===== config.mk =====
export PLATFORM = sky130hd
export DESIGN_NAME = pwm_knn_rank_flat
export DESIGN_NICKNAME = d
export VERILOG_FILES = /design/src/rtl/pwm_knn_rank_if.sv /design/src/rtl/pwm_knn_rank.sv /design/src/flat_wrapper.sv
export SDC_FILE = /design/constraint.sdc
export NUM_CORES = 1
export LEC_CHECK = 0
export BUFFER_PORTS_ARGS = -buffer_cell sky130_fd_sc_hd__clkbuf_2
export CAP_MARGIN = 20
export CORE_MARGIN = 1
export CORE_UTILIZATION = 56
export CTS_CLUSTER_DIAMETER = 50
export DETAILED_ROUTE_END_ITERATION = 8
export GPL_ROUTABILITY_DRIVEN = 0
export PLACE_DENSITY = 0.81
export SLEW_MARGIN = 0
export SYNTH_ARGS = -nofsm -noshare
export SYNTH_HDL_FRONTEND = slang
export SYNTH_SLANG_ARGS = --single-unit

===== constraint.sdc =====
create_clock -name clk -period 7.16 [get_ports clk]
set_clock_uncertainty 0.05 [all_clocks]
set_input_delay 0.716 -clock clk [delete_from_list [all_inputs] [get_ports clk]]
set_output_delay 0.716 -clock clk [all_outputs]
set_load 0.005 [all_outputs]

===== src/rtl/pwm_knn_rank_if.sv =====
// rtl/pwm_knn_rank_if.sv - control, PWM and result bundle for the k-NN rank unit
interface pwm_knn_rank_if #(
    parameter int N_CH  = 8,
    parameter int CNT_W = 12,
    parameter int TO_W  = 16
);
    localparam int KW = $clog2(N_CH + 1);
    localparam int RW = $clog2(N_CH);

    logic                  i_start;
    logic [KW-1:0]         i_k;
    logic [N_CH-1:0]       i_en_mask;
    logic [TO_W-1:0]       i_to_cycles;
    logic [N_CH-1:0]       i_pwm;
    logic                  o_busy;
    logic                  o_done;
    logic                  o_timeout;
    logic [N_CH-1:0]       o_nn;
    logic [N_CH-1:0]       o_knn;
    logic [KW-1:0]         o_fall_cnt;
    logic [N_CH*CNT_W-1:0] o_count;
    logic [N_CH*RW-1:0]    o_rank;
    logic [N_CH-1:0]       o_fin;

    modport master (
        output i_start, i_k, i_en_mask, i_to_cycles, i_pwm,
        input  o_busy, o_done, o_timeout, o_nn, o_knn, o_fall_cnt, o_count, o_rank, o_fin
    );
    modport slave (
        input  i_start, i_k, i_en_mask, i_to_cycles, i_pwm,
        output o_busy, o_done, o_timeout, o_nn, o_knn, o_fall_cnt, o_count, o_rank, o_fin
    );
endinterface


===== src/rtl/pwm_knn_rank.sv =====
// rtl/pwm_knn_rank.sv - PWM high-time measurement and falling-edge k-NN ranking
// Optional epoch timeout compiled in with KNN_TIMEOUT_EN.
module pwm_knn_rank #(
    parameter int N_CH  = 8,
    parameter int CNT_W = 12,
    parameter int TO_W  = 16
) (
    input  logic              clk,
    input  logic              rst,
    pwm_knn_rank_if.slave     bus
);
    localparam int KW = $clog2(N_CH + 1);
    localparam int RW = $clog2(N_CH);

    typedef enum logic [1:0] {S_IDLE, S_RUN, S_DONE} state_t;
    state_t state, state_nxt;

    logic [N_CH-1:0]            sync1, sync2, prev;
    logic [KW-1:0]              k_lat, fall_cnt, fall_nxt;
    logic [N_CH-1:0]            en_lat, fin, fin_nxt, knn, knn_nxt, nn, nn_nxt, act_fall;
    logic [N_CH-1:0][CNT_W-1:0] cnt;
    logic [N_CH-1:0][RW-1:0]    rank, rank_nxt;
    logic                       run, norm_end, to_end, busy, done;

    always_ff @(posedge clk or posedge rst) begin
        if (rst) begin
            sync1 <= '0;
            sync2 <= '0;
            prev  <= '0;
        end else begin
            sync1 <= bus.i_pwm;
            sync2 <= sync1;
            prev  <= sync2;
        end
    end

    assign run      = (state == S_RUN);
    assign act_fall = prev & ~sync2 & en_lat & ~fin & {N_CH{run}};

    // Simultaneous falls take consecutive ranks, lowest index first.
    always_comb begin
        fall_nxt = fall_cnt;
        rank_nxt = rank;
        fin_nxt  = fin;
        knn_nxt  = knn;
        nn_nxt   = nn;
        for (int i = 0; i < N_CH; i++) begin
            if (act_fall[i]) begin
                rank_nxt[i] = fall_nxt[RW-1:0];
                fin_nxt[i]  = 1'b1;
                if (fall_nxt < k_lat) knn_nxt[i] = 1'b1;
                if (fall_nxt == '0 && k_lat != '0) nn_nxt[i] = 1'b1;
                fall_nxt = fall_nxt + KW'(1);
            end
        end
    end

    assign norm_end = (fall_nxt >= k_lat) || ((fin_nxt & en_lat) == en_lat);

    always_ff @(posedge clk or posedge rst) begin
        if (rst) begin
            state <= S_IDLE;
        end else begin
            state <= state_nxt;
        end
    end

    always_comb begin
        state_nxt = state;
        if (bus.i_start) begin
            state_nxt = S_RUN;
        end else begin
            case (state)
                S_RUN:   if (norm_end || to_end) state_nxt = S_DONE;
                S_DONE:  state_nxt = S_IDLE;
                default: state_nxt = state;
            endcase
        end
    end

    always_comb begin
        busy = 1'b0;
        done = 1'b0;
        case (state)
            S_RUN:   busy = 1'b1;
            S_DONE:  done = 1'b1;
            default: ;
        endcase
    end

    always_ff @(posedge clk or posedge rst) begin
        if (rst) begin
            k_lat    <= '0;
            en_lat   <= '0;
            fall_cnt <= '0;
            fin      <= '0;
            knn      <= '0;
            nn       <= '0;
            cnt      <= '0;
            rank     <= '0;
        end else if (bus.i_start) begin
            k_lat    <= bus.i_k;
            en_lat   <= bus.i_en_mask;
            fall_cnt <= '0;
            fin      <= '0;
            knn      <= '0;
            nn       <= '0;
            cnt      <= '0;
            rank     <= '0;
        end else if (run) begin
            fall_cnt <= fall_nxt;
            fin      <= fin_nxt;
            knn      <= knn_nxt;
            nn       <= nn_nxt;
            rank     <= rank_nxt;
            for (int i = 0; i < N_CH; i++) begin
                if (en_lat[i] && !fin[i] && sync2[i] && cnt[i] != {CNT_W{1'b1}})
                    cnt[i] <= cnt[i] + CNT_W'(1);
            end
        end
    end

`ifdef KNN_TIMEOUT_EN
    logic [TO_W-1:0] to_lat, to_cnt;
    logic            to_flag;

    // A limit of zero never matches, which disables the timeout.
    assign to_end = (to_lat != '0) && ((to_cnt + TO_W'(1)) == to_lat);

    always_ff @(posedge clk or posedge rst) begin
        if (rst) begin
            to_lat  <= '0;
            to_cnt  <= '0;
            to_flag <= 1'b0;
        end else if (bus.i_start) begin
            to_lat  <= bus.i_to_cycles;
            to_cnt  <= '0;
            to_flag <= 1'b0;
        end else if (run) begin
            to_cnt <= to_cnt + TO_W'(1);
            if (to_end && !norm_end) to_flag <= 1'b1;
        end
    end

    assign bus.o_timeout = to_flag;
`else
    logic unused_to;
    assign unused_to     = ^bus.i_to_cycles;
    assign to_end        = 1'b0;
    assign bus.o_timeout = 1'b0;
`endif

    assign bus.o_busy     = busy;
    assign bus.o_done     = done;
    assign bus.o_nn       = nn;
    assign bus.o_knn      = knn;
    assign bus.o_fall_cnt = fall_cnt;
    assign bus.o_count    = cnt;
    assign bus.o_rank     = rank;
    assign bus.o_fin      = fin;
endmodule

===== src/flat_wrapper.sv =====
// flat-port wrapper written by rule: the top's interface ports become plain ports
module pwm_knn_rank_flat 
#(
    parameter int N_CH  = 8,
    parameter int CNT_W = 12,
    parameter int TO_W  = 16
)
  (clk, rst, bus_i_start, bus_i_k, bus_i_en_mask, bus_i_to_cycles, bus_i_pwm, bus_o_busy, bus_o_done, bus_o_timeout, bus_o_nn, bus_o_knn, bus_o_fall_cnt, bus_o_count, bus_o_rank, bus_o_fin);
  pwm_knn_rank_if #(.N_CH(N_CH), .CNT_W(CNT_W), .TO_W(TO_W)) bus_i ();
  input  logic clk;
  input  logic rst;
  input wire logic [$bits(bus_i.i_start)-1:0] bus_i_start;
  input wire logic [$bits(bus_i.i_k)-1:0] bus_i_k;
  input wire logic [$bits(bus_i.i_en_mask)-1:0] bus_i_en_mask;
  input wire logic [$bits(bus_i.i_to_cycles)-1:0] bus_i_to_cycles;
  input wire logic [$bits(bus_i.i_pwm)-1:0] bus_i_pwm;
  output wire logic [$bits(bus_i.o_busy)-1:0] bus_o_busy;
  output wire logic [$bits(bus_i.o_done)-1:0] bus_o_done;
  output wire logic [$bits(bus_i.o_timeout)-1:0] bus_o_timeout;
  output wire logic [$bits(bus_i.o_nn)-1:0] bus_o_nn;
  output wire logic [$bits(bus_i.o_knn)-1:0] bus_o_knn;
  output wire logic [$bits(bus_i.o_fall_cnt)-1:0] bus_o_fall_cnt;
  output wire logic [$bits(bus_i.o_count)-1:0] bus_o_count;
  output wire logic [$bits(bus_i.o_rank)-1:0] bus_o_rank;
  output wire logic [$bits(bus_i.o_fin)-1:0] bus_o_fin;
  assign bus_i.i_start = bus_i_start;
  assign bus_i.i_k = bus_i_k;
  assign bus_i.i_en_mask = bus_i_en_mask;
  assign bus_i.i_to_cycles = bus_i_to_cycles;
  assign bus_i.i_pwm = bus_i_pwm;
  assign bus_o_busy = bus_i.o_busy;
  assign bus_o_done = bus_i.o_done;
  assign bus_o_timeout = bus_i.o_timeout;
  assign bus_o_nn = bus_i.o_nn;
  assign bus_o_knn = bus_i.o_knn;
  assign bus_o_fall_cnt = bus_i.o_fall_cnt;
  assign bus_o_count = bus_i.o_count;
  assign bus_o_rank = bus_i.o_rank;
  assign bus_o_fin = bus_i.o_fin;
  pwm_knn_rank #(.N_CH(N_CH), .CNT_W(CNT_W), .TO_W(TO_W)) u_core (.clk(clk), .rst(rst), .bus(bus_i));
endmodule

# ---- Yosys cells after proc, flatten, opt, wreduce, memory -nomap -nowiden
# Index checks and enable logic that the tools add are counted.
dict set report op_classes {
  bitwise 7
  n_lt_le_gt_ge 9
  n_eq_ne 12
  reduce_logical 117
  div_mod_pow 0
  muxes 81
  add_sub_neg 16
  n_shift 0
  multipliers 0
}
# operator count
set op_table {}
lappend op_table {{2-to-1 mux 96 bit} 2}
lappend op_table {{adder 12 x 1 -> 12 bit, second input constant} 8}
lappend op_table {{2-to-1 mux 12 bit} 8}
lappend op_table {{!= test 12 bit, second input constant} 8}
lappend op_table {{nonzero test 2 bit} 33}
lappend op_table {{2-to-1 mux 24 bit} 2}
lappend op_table {{2-to-1 mux 8 bit} 6}
lappend op_table {{AND reduction 3 bit} 16}
lappend op_table {{2-to-1 mux 1 bit} 42}
lappend op_table {{bitwise AND 8 bit} 5}
lappend op_table {{2-to-1 mux 4 bit} 10}
lappend op_table {{AND reduction 2 bit} 17}
lappend op_table {{adder 4 x 1 -> 4 bit, second input constant} 8}
lappend op_table {{logical AND 1 bit} 32}
lappend op_table {{logical NOT 4 bit} 8}
lappend op_table {{less-than comparator 4 bit} 8}
lappend op_table {{2-to-1 mux 3 bit} 8}
lappend op_table {{inverter 8 bit} 2}
lappend op_table {{equality test 8 bit} 1}
lappend op_table {{logical NOT 1 bit} 8}
lappend op_table {{greater-or-equal comparator 4 bit} 1}
lappend op_table {{2-to-1 mux 2 bit} 2}
lappend op_table {{one-hot mux 2 bit (2 select lines)} 1}
lappend op_table {{nonzero test 4 bit} 1}
lappend op_table {{other kinds (5)} 5}
dict set report word_totals {
  out_inout_bits 151
  ff_bits 186
  mem_bits_ro 0
  latch_bits 0
  ram_bits 0
  mem_count 0
}

# ---- Logic depth before layout (Yosys ltp)
dict set report logic_depth {
  ltp_word 25
  depth_mapped 32
  depth_no_buf 31
}

# ---- Least setup slack after synthesis
# OpenSTA, ideal clock, no wires.
dict set report synth_path {
  kind {register to register}
  start {reg u_core.state[1]}
  end {reg u_core.state[1]}
  setup_time_ns 0.120
  slack_ns 1.227
  t_arrival_ns 5.763
  n_path_buf 1
  stages_incl_launch_ff 32
  t_required_ns 6.990
  period_less_slack_ns 5.933
  cell_sequence {dfrtp_1 > buf_2 > nand4bb_4 > o21ai_0 > nand2_1 > ha_1 > nor3_1 > a21oi_1 > xnor2_1 > nand2_1 > o21ai_0 > inv_1 > ha_1 > nand2b_1 > a21boi_0 > xnor2_1 > nor2_1 > a21oi_1 > ha_1 > nand2_1 > a32oi_1 > mux2i_1 > inv_1 > ha_1 > nor2_1 > a21oi_1 > ha_1 > a21o_1 > a21o_1 > a221oi_1 > nand2b_1 > and3_2}
}
dict set report synth_via {
  elab_chain_len 21
  word_cells_on_any_way 35
  cone_classes {7 x add/sub; 1 x order compare; 4 x eq/ne; 18 x mux; 2 x bitwise; 3 x reduce/logical}
}
# element line
set synth_lines {}
lappend synth_lines {{from (decl)} pwm_knn_rank.sv:16} ;# state_t state, state_nxt;
lappend synth_lines {{from (signal assigned)} pwm_knn_rank.sv:64} ;# state <= state_nxt;
lappend synth_lines {{equality test 2 x 1 -> 1 bit} {pwm_knn_rank.sv:37, pwm_knn_rank.sv:73}}
lappend synth_lines {{bitwise AND 8 bit} pwm_knn_rank.sv:38} ;# assign act_fall = prev & ~sync2 & en_lat & ~fin & {N_CH{run}};
lappend synth_lines {{2-to-1 mux 4 bit} pwm_knn_rank.sv:48} ;# if (act_fall[i]) begin
lappend synth_lines {{adder 4 x 1 -> 4 bit} pwm_knn_rank.sv:53} ;# fall_nxt = fall_nxt + KW'(1);
lappend synth_lines {{2-to-1 mux 4 bit} pwm_knn_rank.sv:48}
lappend synth_lines {{adder 4 x 1 -> 4 bit} pwm_knn_rank.sv:53}
lappend synth_lines {{2-to-1 mux 4 bit} pwm_knn_rank.sv:48}
lappend synth_lines {{adder 4 x 1 -> 4 bit} pwm_knn_rank.sv:53}
lappend synth_lines {{(+5 left out)} --}
lappend synth_lines {{adder 4 x 1 -> 4 bit} pwm_knn_rank.sv:53}
lappend synth_lines {{2-to-1 mux 4 bit} pwm_knn_rank.sv:48}
lappend synth_lines {{adder 4 x 1 -> 4 bit} pwm_knn_rank.sv:53}
lappend synth_lines {{2-to-1 mux 4 bit} pwm_knn_rank.sv:48}
lappend synth_lines {{greater-or-equal comparator 4 bit} pwm_knn_rank.sv:58} ;# assign norm_end = (fall_nxt >= k_lat) || ((fin_nxt & en_lat) == en_lat);
lappend synth_lines {{logical OR 1 bit} pwm_knn_rank.sv:58}
lappend synth_lines {{!= test 3 bit (no source line)} --}
lappend synth_lines {{AND reduction 2 bit (no source line)} --}
# Several ways; a longest one is shown, not always the timed one.
# A chain may end at the register's enable or synchronous reset.

# ---- Worst setup path in the final report
# Ends and elaborated chain as after synthesis.

==> impl_metrics.ini <==
[grt]
grt_overflow = 0
grt_util_all_layers_pct = 25.89
grt_max_degree = 125
antenna_found_initial = 2
grt_pass1_vias = 7314
grt_first_pass_wirelength_um = 36910

[worst_setup_path]
crit_path_frequent_cell = ha_1
critPathTopFamily = compound AO/OA/AOI/OAI gates
slowest_delay_ps = 490
worstPathMaxFanout = 12
cp.arrival_ps = 6890
crit_slowest_cell = dfrtp_1
crit_buf_inv = 2
cp-end-kind = flop
crit_type = reg2reg
required_ps = 7430
startpoint_type = flop

[power_and_ir_drop]
p_total_uw = 3028
power.density_mw_per_mm2 = 263.6
p_clk_share_pct = 31.6
p_sw_share_pct = 31.87
p_switching_uw = 965.1
leakage_uw = 0.005636
internal_power_uw = 2063
p_comb_share_pct = 29.0
vdd_drop_max_mv = 0.1962
p_seq_share_pct = 39.4

[clock_network]
cts_tree = done
cts_buffers = 17
cts-root-buf = clkbuf_16
post_cts_buffers = 0
insertion_delay_ps = 420
clk_pin_slew_ps = 60
cts_buffer_depth = 2
cts.sinks = 186
h-tree-depth = 4

[logic_synthesis]
synthArstFlopShare_pct = 100.0
ys.flop_type = dfrtp_1
ys_types = 77
synth-seq-area-share_pct = 47.24
ys_ff_latch = 186
syn_area_per_cell_um2 = 9.983
synth_area_mm2 = 0.009853
yosys_warnings = 0
synth_edf_count = 0
synth_top_area_share_pct = 47.24
syn_inst = 987
synth_largest_area_cell = dfrtp_1
synth_fp_nets = 1078
synthTopCellsByArea = dfrtp_1 (47%), ha_1 (6.6%), nor2_1 (5.9%)

[sta]
drv_slew = 0
setup_viol = 0
slew_headroom_pct = 35.10
finalHoldViolations = 0
period_needed_ps = 6621
fin_setup_tns_ps = 0
timing.fmax_mhz = 151.0
tightest_slew_ps = 958.4
rsz0062_at_grt = false
fin_crit_sh_pct = 92.47

[floorplanning]
io_pins = 190
die-area_mm2 = 0.01813
die_x_um = 134.6
die_y_um = 134.6
rows = 48
initial_utilization_pct = 57.16
core_mm2 = 0.01724

[placement]
dp.cells = 1354
dpl.hpwl_um = 15740
numPortBuffers = 172

[final_layout]
nets = 1239
final_cell_mix = dfrtp_1 (186), clkbuf_2 (171), nor2_1 (155), nand2_1 (86), xor2_1 (62)
synthToLayoutAreaGrowth_pct = 16.60
diodes = 0
fillCellCount = 1356
final_cells = 1383
drive_gt1_share_pct = 20.81
mostFrequentLayoutCell = dfrtp_1

[status]
status = complete, no violations

[detailed_routing]
drt-wirelength-per-cell_um = 16.11
routed_wl_um = 22280
drt_iter0_markers = 482
num_vias = 7689
drc_errors = 0
dr.pass1.iters = 5
detail-route-antenna-nets = 0
vias_per_cell = 5.560

[run]
drv_cap = 0

[hold_path]
hp-class = reg2reg
==> final timing paths <==
kind                                 start                endpoint  slack, ps  depth (start not counted)
max in group asynchronous              rst  u_core.bus.o_count[68]       5310                          3
setup reg to reg           u_core.state[1]         u_core.state[1]        540                         30
hold / removal             u_core.sync1[4]         u_core.sync2[4]        290                          0
min in group asynchronous              rst  u_core.bus.o_count[92]        420                          2
hold reg to reg            u_core.sync1[4]         u_core.sync2[4]        290                          0
setup / recovery           u_core.state[1]         u_core.state[1]        540                         30
==> cell type report <==
cell class / instances / area [um^2] / area share [%]
well taps: 225 / 281.5 / 2.450
multi-input cells: 725 / 4896 / 42.62
flip-flops and latches: 186 / 4654 / 40.51
inverters: 40 / 157.7 / 1.372
clock inverters: 7 / 116.4 / 1.013
repair buffers: 178 / 908.4 / 7.907
clock buffers: 22 / 474.2 / 4.128
==> synthesized netlist by cell type, types with 2 or more instances <==
library cell  instances
and3_1               15
xnor2_1              39
a21boi_0              5
o21ai_0              23
xor2_1               62
a21o_1                6
and3b_1               4
nand2_1              86
nor2_1              155
nand4_1              19
buf_2                 3
nor3_1               16
clkbuf_1             23
and4_1                5
a31oi_1               7
and2_1                9
a21oi_1              35
mux2_2                8
nand2b_1              8
o32ai_1               3
inv_1                39
nor3b_1               7
or3_1                 6
o211a_1               2
mux2i_1              11
dfrtp_1             186
nand4bb_1             2
o311a_1               3
xnor3_1               4
buf_4                 2
a311oi_1              2
a32oi_1               2
nand3b_1              5
ha_1                 52
buf_1                 5
nor4_1                5
a211oi_1             13
o211ai_1              3
buf_6                 2
and4bb_2              6
nor2b_1              13
nand3_1              43
o21a_1                9
==> per-stage QoR <==
stage,hold slack [ps],worst slack [ps],utilization (%),instance area [um^2]
finish,292.9,539.2,66.65,11490
detailed placement,284.7,392.3,63.20,10890
global placement,283.1,637.7,63.20,10890
global route,303.4,12.32,66.65,11490
CTS,293.5,277.1,66.63,11480
floorplan,281.2,1227,-,9853
==> registers in the layout, indices dropped and copies added (netlist names) <==
signal / count
u_core.bus.o_count: 96
u_core.bus.o_rank: 24
u_core.bus.o_fin: 8
u_core.bus.o_knn: 8
u_core.bus.o_nn: 8
u_core.en_lat: 8
u_core.prev: 8
u_core.sync1: 8
u_core.sync2: 8
u_core.bus.o_fall_cnt: 4
u_core.k_lat: 4
u_core.state: 2
==> repair_timing <==
action                                 CTS  global route
endpoints found under the hold margin    0             0
gates resized for setup                  0             3
hold buffers                             0             0
setup endpoints to repair                0             2
==> power groups by stage <==
| stage | Combinational, uW | Sequential (uW) | Clock [uW] |
|---|---|---|---|
| CTS | 874 | 1190 | 973 |
| global placement | 833 | 1210 | 0 |
| floorplan | 652 | 1190 | 0 |
| global route | 995 | 1200 | 1010 |
| finish | 879 | 1190 | 958 |
| detailed placement | 859 | 1210 | 0 |
==> kinds of logic (layout without fill, tap and decap cells) <==
logic type                 count (synthesis)  in the layout  synth area share (%)
other                                      1              1               0.03806
AOI/OAI and AO/OA                        129            129                 9.041
adders and majority gates                 52             52                 6.603
DFF                                      186            186                 47.24
xor gates and xnor gates                 110            110                 11.11
buffers and inverters                     76            247                 3.174
muxes                                     19             19                 2.032
and+or+nand+nor                          414            414                 20.76
==> routing by layer <==
layer | vias up | GRT usage, % | part of all wire, %
met1 | 3718 | 34.08 | 44
met3 | 38 | 6.532 | 6.5
li1 | 3701 | - | -
met4 | 2 | 9.301 | 2.2
met2 | 230 | 41.58 | 47
met5 | - | 0 | 0.049
Power figures use the tool's default switching activity.
